--- src/rtl/disk_access_scheduler.sv ---
// Shares the single-port disk controller between CPU word accesses and a
// disk-to-memory block-transfer engine, with per-access timeout and word-level fair arbitration.
module disk_access_scheduler #(
    parameter int MEM_AW         = 10,
    parameter int LEN_W          = 8,
    parameter int TIMEOUT_CYCLES = 16
) (
    input  logic              clk,
    input  logic              reset,
    input  logic              cpu_req,
    input  logic              cpu_we,
    input  logic [14:0]       cpu_disk_addr,
    input  logic [31:0]       cpu_wdata,
    output logic [31:0]       cpu_rdata,
    output logic              cpu_ack,
    input  logic              dma_start,
    input  logic [14:0]       dma_disk_base,
    input  logic [MEM_AW-1:0] dma_mem_base,
    input  logic [LEN_W-1:0]  dma_len,
    output logic              dma_busy,
    output logic              dma_done,
    output logic              mem_we,
    output logic [MEM_AW-1:0] mem_addr,
    output logic [31:0]       mem_wdata,
    output logic [2:0]        disk_track,
    output logic [4:0]        disk_sector,
    output logic [6:0]        disk_addr,
    output logic              disk_read,
    output logic              disk_write,
    output logic [31:0]       disk_wdata,
    input  logic [31:0]       disk_rdata,
    input  logic              disk_read_done,
    input  logic              disk_write_done,
    output logic              timeout_err
);
    localparam int TW = $clog2(TIMEOUT_CYCLES + 1);
    localparam logic [TW-1:0] TMO_LAST = TW'(TIMEOUT_CYCLES - 1);

    typedef enum logic [1:0] {IDLE, CPU_ACC, DMA_RD, DMA_MEM} state_t;

    state_t            state_q, state_d;
    logic              last_dma_q, last_dma_d;
    logic [TW-1:0]     tmo_q, tmo_d;
    logic [LEN_W-1:0]  rem_q, rem_d;
    logic [14:0]       dma_disk_q, dma_disk_d;
    logic [MEM_AW-1:0] dma_mem_q, dma_mem_d;
    logic [31:0]       cpu_rdata_q, cpu_rdata_d;
    logic              cpu_ack_q, cpu_ack_d;
    logic              dma_busy_q, dma_busy_d;
    logic              dma_done_q, dma_done_d;
    logic              mem_we_q, mem_we_d;
    logic [MEM_AW-1:0] mem_addr_q, mem_addr_d;
    logic [31:0]       mem_wdata_q, mem_wdata_d;
    logic [14:0]       dsk_addr_q, dsk_addr_d;
    logic              disk_read_q, disk_read_d;
    logic              disk_write_q, disk_write_d;
    logic [31:0]       disk_wdata_q, disk_wdata_d;
    logic              timeout_err_q, timeout_err_d;

    logic dma_pend, grant_cpu, grant_dma, cpu_done, tmo_hit;

    always_comb begin
        state_d       = state_q;
        last_dma_d    = last_dma_q;
        tmo_d         = tmo_q;
        rem_d         = rem_q;
        dma_disk_d    = dma_disk_q;
        dma_mem_d     = dma_mem_q;
        cpu_rdata_d   = cpu_rdata_q;
        cpu_ack_d     = 1'b0;
        dma_busy_d    = dma_busy_q;
        dma_done_d    = 1'b0;
        mem_we_d      = 1'b0;
        mem_addr_d    = mem_addr_q;
        mem_wdata_d   = mem_wdata_q;
        dsk_addr_d    = dsk_addr_q;
        disk_read_d   = disk_read_q;
        disk_write_d  = disk_write_q;
        disk_wdata_d  = disk_wdata_q;
        timeout_err_d = timeout_err_q;

        dma_pend  = (rem_q != '0);
        grant_cpu = cpu_req && (!dma_pend || last_dma_q);
        grant_dma = dma_pend && !grant_cpu;
        cpu_done  = disk_read_q ? disk_read_done : disk_write_done;
        tmo_hit   = (tmo_q == TMO_LAST);

        // A start can only be accepted while no transfer is running, so it never collides with DMA_MEM/abort updates
        if (dma_start && !dma_busy_q) begin
            dma_disk_d = dma_disk_base;
            dma_mem_d  = dma_mem_base;
            rem_d      = dma_len;
            if (dma_len == '0) dma_done_d = 1'b1;
            else               dma_busy_d = 1'b1;
        end

        case (state_q)
            IDLE: begin
                if (grant_cpu) begin
                    state_d      = CPU_ACC;
                    last_dma_d   = 1'b0;
                    tmo_d        = '0;
                    dsk_addr_d   = cpu_disk_addr;
                    disk_read_d  = !cpu_we;
                    disk_write_d = cpu_we;
                    if (cpu_we) disk_wdata_d = cpu_wdata;
                end else if (grant_dma) begin
                    state_d     = DMA_RD;
                    last_dma_d  = 1'b1;
                    tmo_d       = '0;
                    dsk_addr_d  = dma_disk_q;
                    disk_read_d = 1'b1;
                end
            end
            CPU_ACC: begin
                if (cpu_done || tmo_hit) begin
                    state_d      = IDLE;
                    disk_read_d  = 1'b0;
                    disk_write_d = 1'b0;
                    cpu_ack_d    = 1'b1;
                    if (!cpu_done) begin
                        cpu_rdata_d   = '0;
                        timeout_err_d = 1'b1;
                    end else if (disk_read_q) begin
                        cpu_rdata_d = disk_rdata;
                    end
                end else begin
                    tmo_d = tmo_q + TW'(1);
                end
            end
            DMA_RD: begin
                if (disk_read_done) begin
                    state_d     = DMA_MEM;
                    disk_read_d = 1'b0;
                    mem_we_d    = 1'b1;
                    mem_addr_d  = dma_mem_q;
                    mem_wdata_d = disk_rdata;
                end else if (tmo_hit) begin
                    state_d       = IDLE;
                    disk_read_d   = 1'b0;
                    rem_d         = '0;
                    dma_done_d    = 1'b1;
                    dma_busy_d    = 1'b0;
                    timeout_err_d = 1'b1;
                end else begin
                    tmo_d = tmo_q + TW'(1);
                end
            end
            DMA_MEM: begin
                state_d    = IDLE;
                dma_disk_d = dma_disk_q + 15'd1;
                dma_mem_d  = dma_mem_q + MEM_AW'(1);
                rem_d      = rem_q - LEN_W'(1);
                if (rem_q == LEN_W'(1)) begin
                    dma_done_d = 1'b1;
                    dma_busy_d = 1'b0;
                end
            end
            default: state_d = IDLE;
        endcase
    end

    always_ff @(posedge clk or posedge reset) begin
        if (reset) begin
            state_q       <= IDLE;
            last_dma_q    <= 1'b1;
            tmo_q         <= '0;
            rem_q         <= '0;
            dma_disk_q    <= '0;
            dma_mem_q     <= '0;
            cpu_rdata_q   <= '0;
            cpu_ack_q     <= 1'b0;
            dma_busy_q    <= 1'b0;
            dma_done_q    <= 1'b0;
            mem_we_q      <= 1'b0;
            mem_addr_q    <= '0;
            mem_wdata_q   <= '0;
            dsk_addr_q    <= '0;
            disk_read_q   <= 1'b0;
            disk_write_q  <= 1'b0;
            disk_wdata_q  <= '0;
            timeout_err_q <= 1'b0;
        end else begin
            state_q       <= state_d;
            last_dma_q    <= last_dma_d;
            tmo_q         <= tmo_d;
            rem_q         <= rem_d;
            dma_disk_q    <= dma_disk_d;
            dma_mem_q     <= dma_mem_d;
            cpu_rdata_q   <= cpu_rdata_d;
            cpu_ack_q     <= cpu_ack_d;
            dma_busy_q    <= dma_busy_d;
            dma_done_q    <= dma_done_d;
            mem_we_q      <= mem_we_d;
            mem_addr_q    <= mem_addr_d;
            mem_wdata_q   <= mem_wdata_d;
            dsk_addr_q    <= dsk_addr_d;
            disk_read_q   <= disk_read_d;
            disk_write_q  <= disk_write_d;
            disk_wdata_q  <= disk_wdata_d;
            timeout_err_q <= timeout_err_d;
        end
    end

    assign cpu_rdata   = cpu_rdata_q;
    assign cpu_ack     = cpu_ack_q;
    assign dma_busy    = dma_busy_q;
    assign dma_done    = dma_done_q;
    assign mem_we      = mem_we_q;
    assign mem_addr    = mem_addr_q;
    assign mem_wdata   = mem_wdata_q;
    assign disk_track  = dsk_addr_q[14:12];
    assign disk_sector = dsk_addr_q[11:7];
    assign disk_addr   = dsk_addr_q[6:0];
    assign disk_read   = disk_read_q;
    assign disk_write  = disk_write_q;
    assign disk_wdata  = disk_wdata_q;
    assign timeout_err = timeout_err_q;
endmodule
--- config.mk ---
export PLATFORM = sky130hd
export DESIGN_NAME = disk_access_scheduler
export DESIGN_NICKNAME = d
export VERILOG_FILES = /design/src/rtl/disk_access_scheduler.sv
export SDC_FILE = /design/constraint.sdc
export NUM_CORES = 1
export LEC_CHECK = 0
export ABC_AREA = 1
export BUFFER_PORTS_ARGS = -buffer_cell sky130_fd_sc_hd__buf_2
export CORE_MARGIN = 1
export CORE_UTILIZATION = 54
export CTS_BUF_LIST = sky130_fd_sc_hd__clkbuf_8
export DETAILED_ROUTE_END_ITERATION = 8
export PLACE_DENSITY = 0.92
export SLEW_MARGIN = 5
export SYNTH_ARGS = -nofsm -noshare
export SYNTH_HDL_FRONTEND = slang
export SYNTH_SLANG_ARGS = --single-unit
export TNS_END_PERCENT = 20
--- constraint.sdc ---
create_clock -name clk -period 14.62 [get_ports clk]
set_clock_uncertainty 0.05 [all_clocks]
set_input_delay 0.731 -clock clk [delete_from_list [all_inputs] [get_ports clk]]
set_output_delay 0.731 -clock clk [all_outputs]
set_load 0.03 [all_outputs]
==> qor.csv <==
metric;value;unit
worst-path maximum fanout;22;
IO Count;247;
Via density;5.32;
switching portion of total power;47.7;%
Cell Chain, Critical Path;inv_1 -> nand2_1 -> nand2_1 -> inv_1 -> a21oi_1 -> o21ai_0 -> inv_1;
die span in y;122;µm
Yosys cell types;42;
Clock Power Share;15.4;%
Syn Nets;1061;
core area;0.0140;mm²
Ys Warns;0;
reg2reg path depth;7;
largest net degree at the start of global routing;87;
Sequential Power Share;36.7;%
Port Buf Inserts;246;
Fin Hold WS;339;ps
max-cap violations;0;
row count;43;
clock sink count;169;
setup fix buffers added after clock tree synthesis;0;
nets;1295;
Yosys reg bits;169;
WL/cell;14.4;µm
final setup vio count;0;
most common cell after layout, fill and taps aside;nand2_1;
min cycle time layout;2410;ps
combinational share of power;47.9;%
DRC;0;
CTS buffer count;17;
max incr delay on CP;650;ps
Placed Area;0.00909;mm²
Pwr Density;238;mW/mm²
global-route wire length before repair;31200;µm
Antenna Nets Post-Route;0;
FILL cells;1088;
Max IR drop VDD;0.0972;mV
CTS clock-pin slew for the worst setup and hold paths;90;ps
top post-synthesis cells by area;dfrtp_1, nand2_1, inv_1;
most frequent cells in the layout;nand2_1, buf_2, dfrtp_1;
Mapped Cells;931;
Tcrit/Tclk final;16.5;%
Slew headroom;30.1;%
asr flop ratio synth;100;%
dpl cells;1326;
status;completed;
drt first pass iters;5;
Main synth FF type;dfrtp_1;
vias in the first global route;6545;
Crit path required time;14910;ps
register area;0.00423;mm²
Hold-fix buffers, CTS;0;
final wirelength;19600;µm
starting density of the core;55.6;%
Die Width;122;µm
Critical Path End Type;flip-flop;
Non-Filler Instances;1358;
gp weighted congestion;0.928;
Starting DRT DRC Count;717;
WS Path Type;reg2reg;
PostCTS Resize Cnt;0;
Avg Cell Area, Syn;8.36;µm²
Total GRT Usage;26.9;%
Internal Power;1.18;mW
routed vias;7220;
Switch Pwr;1.08;mW
RSZ-0062 raised after global routing;no;
largest area contributor in the synthesized netlist;dfrtp_1;
Crit-path slowest cell;nand2_1;
clock latency on the worst-skew pair;450;ps
Worst path most repeated cell;inv_1;
Die ar.;0.0149;mm²
fraction of layout cells with a size suffix above 1;25.8;%
area share of the largest cell type after synthesis;54.0;%
Worst Path Arrival;2700;ps
setup_tns;0;ps
DP HPWL;13800;µm
initial antenna violation count;0;
worst-margin pin slew;1050;ps
final hold vios;0;
Worst setup SP type;flip-flop;
mapped cell area;0.00778;mm²
post-synthesis sequential area ratio;54.4;%
CTS H-tree depth;4;
ANT cells;0;
CTS Buffer Depth;2;
HP Class;in2async;
TritonCTS clock tree;done;
max-slew violation count;0;
Final Cell Area;0.00951;mm²
Post-synth EDFFs;0;
GRT Residual Overflow;0;
clk root buf;clkbuf_8;
area of the multi-input gates;0.00286;mm²
Synth-to-Final Area Change;22.3;%
leakage power;5.29;nW
max frequency;0.415;GHz
power groups by stage:
| stage | Sequential [mW] | Combinational [mW] | Clock (mW) |
|---|---|---|---|
| global placement | 0.823 | 1.05 | 0 |
| detailed placement | 0.834 | 1.08 | 0 |
| global route | 0.852 | 1.19 | 0.376 |
| CTS | 0.827 | 1.08 | 0.355 |
| finish | 0.829 | 1.08 | 0.349 |
| floorplan | 1.15 | 0.443 | 0 |
cell type report:
class | instances | share of cell area [%]
sequential | 169 | 44.5
multi-input combinational | 595 | 30.1
timing repair buffer | 252 | 13.4
inverter | 130 | 5.21
clock buffer | 20 | 2.89
tap | 180 | 2.37
clock inverter | 12 | 1.55
per-stage QoR:
stage	utilization [%]	total power, mW	setup WS (ps)
6_report	68.0	2.26	12210
5_1_grt	68.0	2.42	11990
4_1_cts	68.0	2.26	12290
3_5_place_dp	65.0	1.91	11970
3_3_place_gp	65.0	1.87	12020
2_1_floorplan	-	1.59	9270
synthesized netlist by cell type (6+ instances only):
master / count
o21ai_0: 88
buf_6: 6
a21oi_1: 11
nand3_1: 35
o211ai_1: 7
buf_2: 13
dfrtp_1: 168
ha_1: 11
nand2_1: 291
o22ai_1: 38
o21ai_1: 13
nor3_1: 9
clkbuf_1: 16
nor2_1: 48
inv_1: 128
nand4_1: 11
flip-flops by register name, indices dropped and copies added (netlist names), 2 cells and up:
register	cells
cpu_rdata	32
disk_wdata	32
mem_wdata	32
dma_disk_q	15
dsk_addr_q	15
dma_mem_q	10
mem_addr	10
rem_q	8
tmo_q	5
state_q	2
path summary, 6_finish.rpt:
kind | slack, ps | endpoint | from
min | 340 | dsk_addr_q[6]$_DFFE_PP0P_ | reset
max in group asynchronous | 12560 | dma_disk_q[12]$_DFFE_PP0P_ | reset
max reg2reg | 12210 | dma_disk_q[9]$_DFFE_PP0P_ | dma_busy$_DFF_PP0_
min reg2reg | 420 | disk_wdata[17]$_DFFE_PP0P_ | disk_wdata[17]$_DFFE_PP0P_
max | 12210 | dma_disk_q[9]$_DFFE_PP0P_ | dma_busy$_DFF_PP0_
min in group clk | 420 | disk_wdata[17]$_DFFE_PP0P_ | disk_wdata[17]$_DFFE_PP0P_
metal layers:
metal	track usage, %	routed length (µm)	part of all wire, %
met3	5.24	1410	7.2
met2	43.6	9500	48
met4	12.6	660	3.4
met1	34.8	8020	41
met5	0	0	0
worst max-delay path: cells and delay by family (launching register included):
kind | cells | cell delay, ps
AOI/OAI and AO/OA | 2 | 270
buffers and inverters | 3 | 500
DFF | 1 | 410
and+or+nand+nor | 2 | 1070
cell families after synthesis:
family / count (synthesis) / synth area share (%)
XOR/XNOR: 5 / 0.563
adder cells (fa/ha/maj): 11 / 1.77
AO/OA/AOI/OAI: 168 / 12.3
flip-flops: 169 / 54.4
AND/OR/NAND/NOR: 409 / 21.8
buffers and inverters: 167 / 8.92
multiplexers: 2 / 0.257
Note: power is estimated with default switching activity, not from simulation.
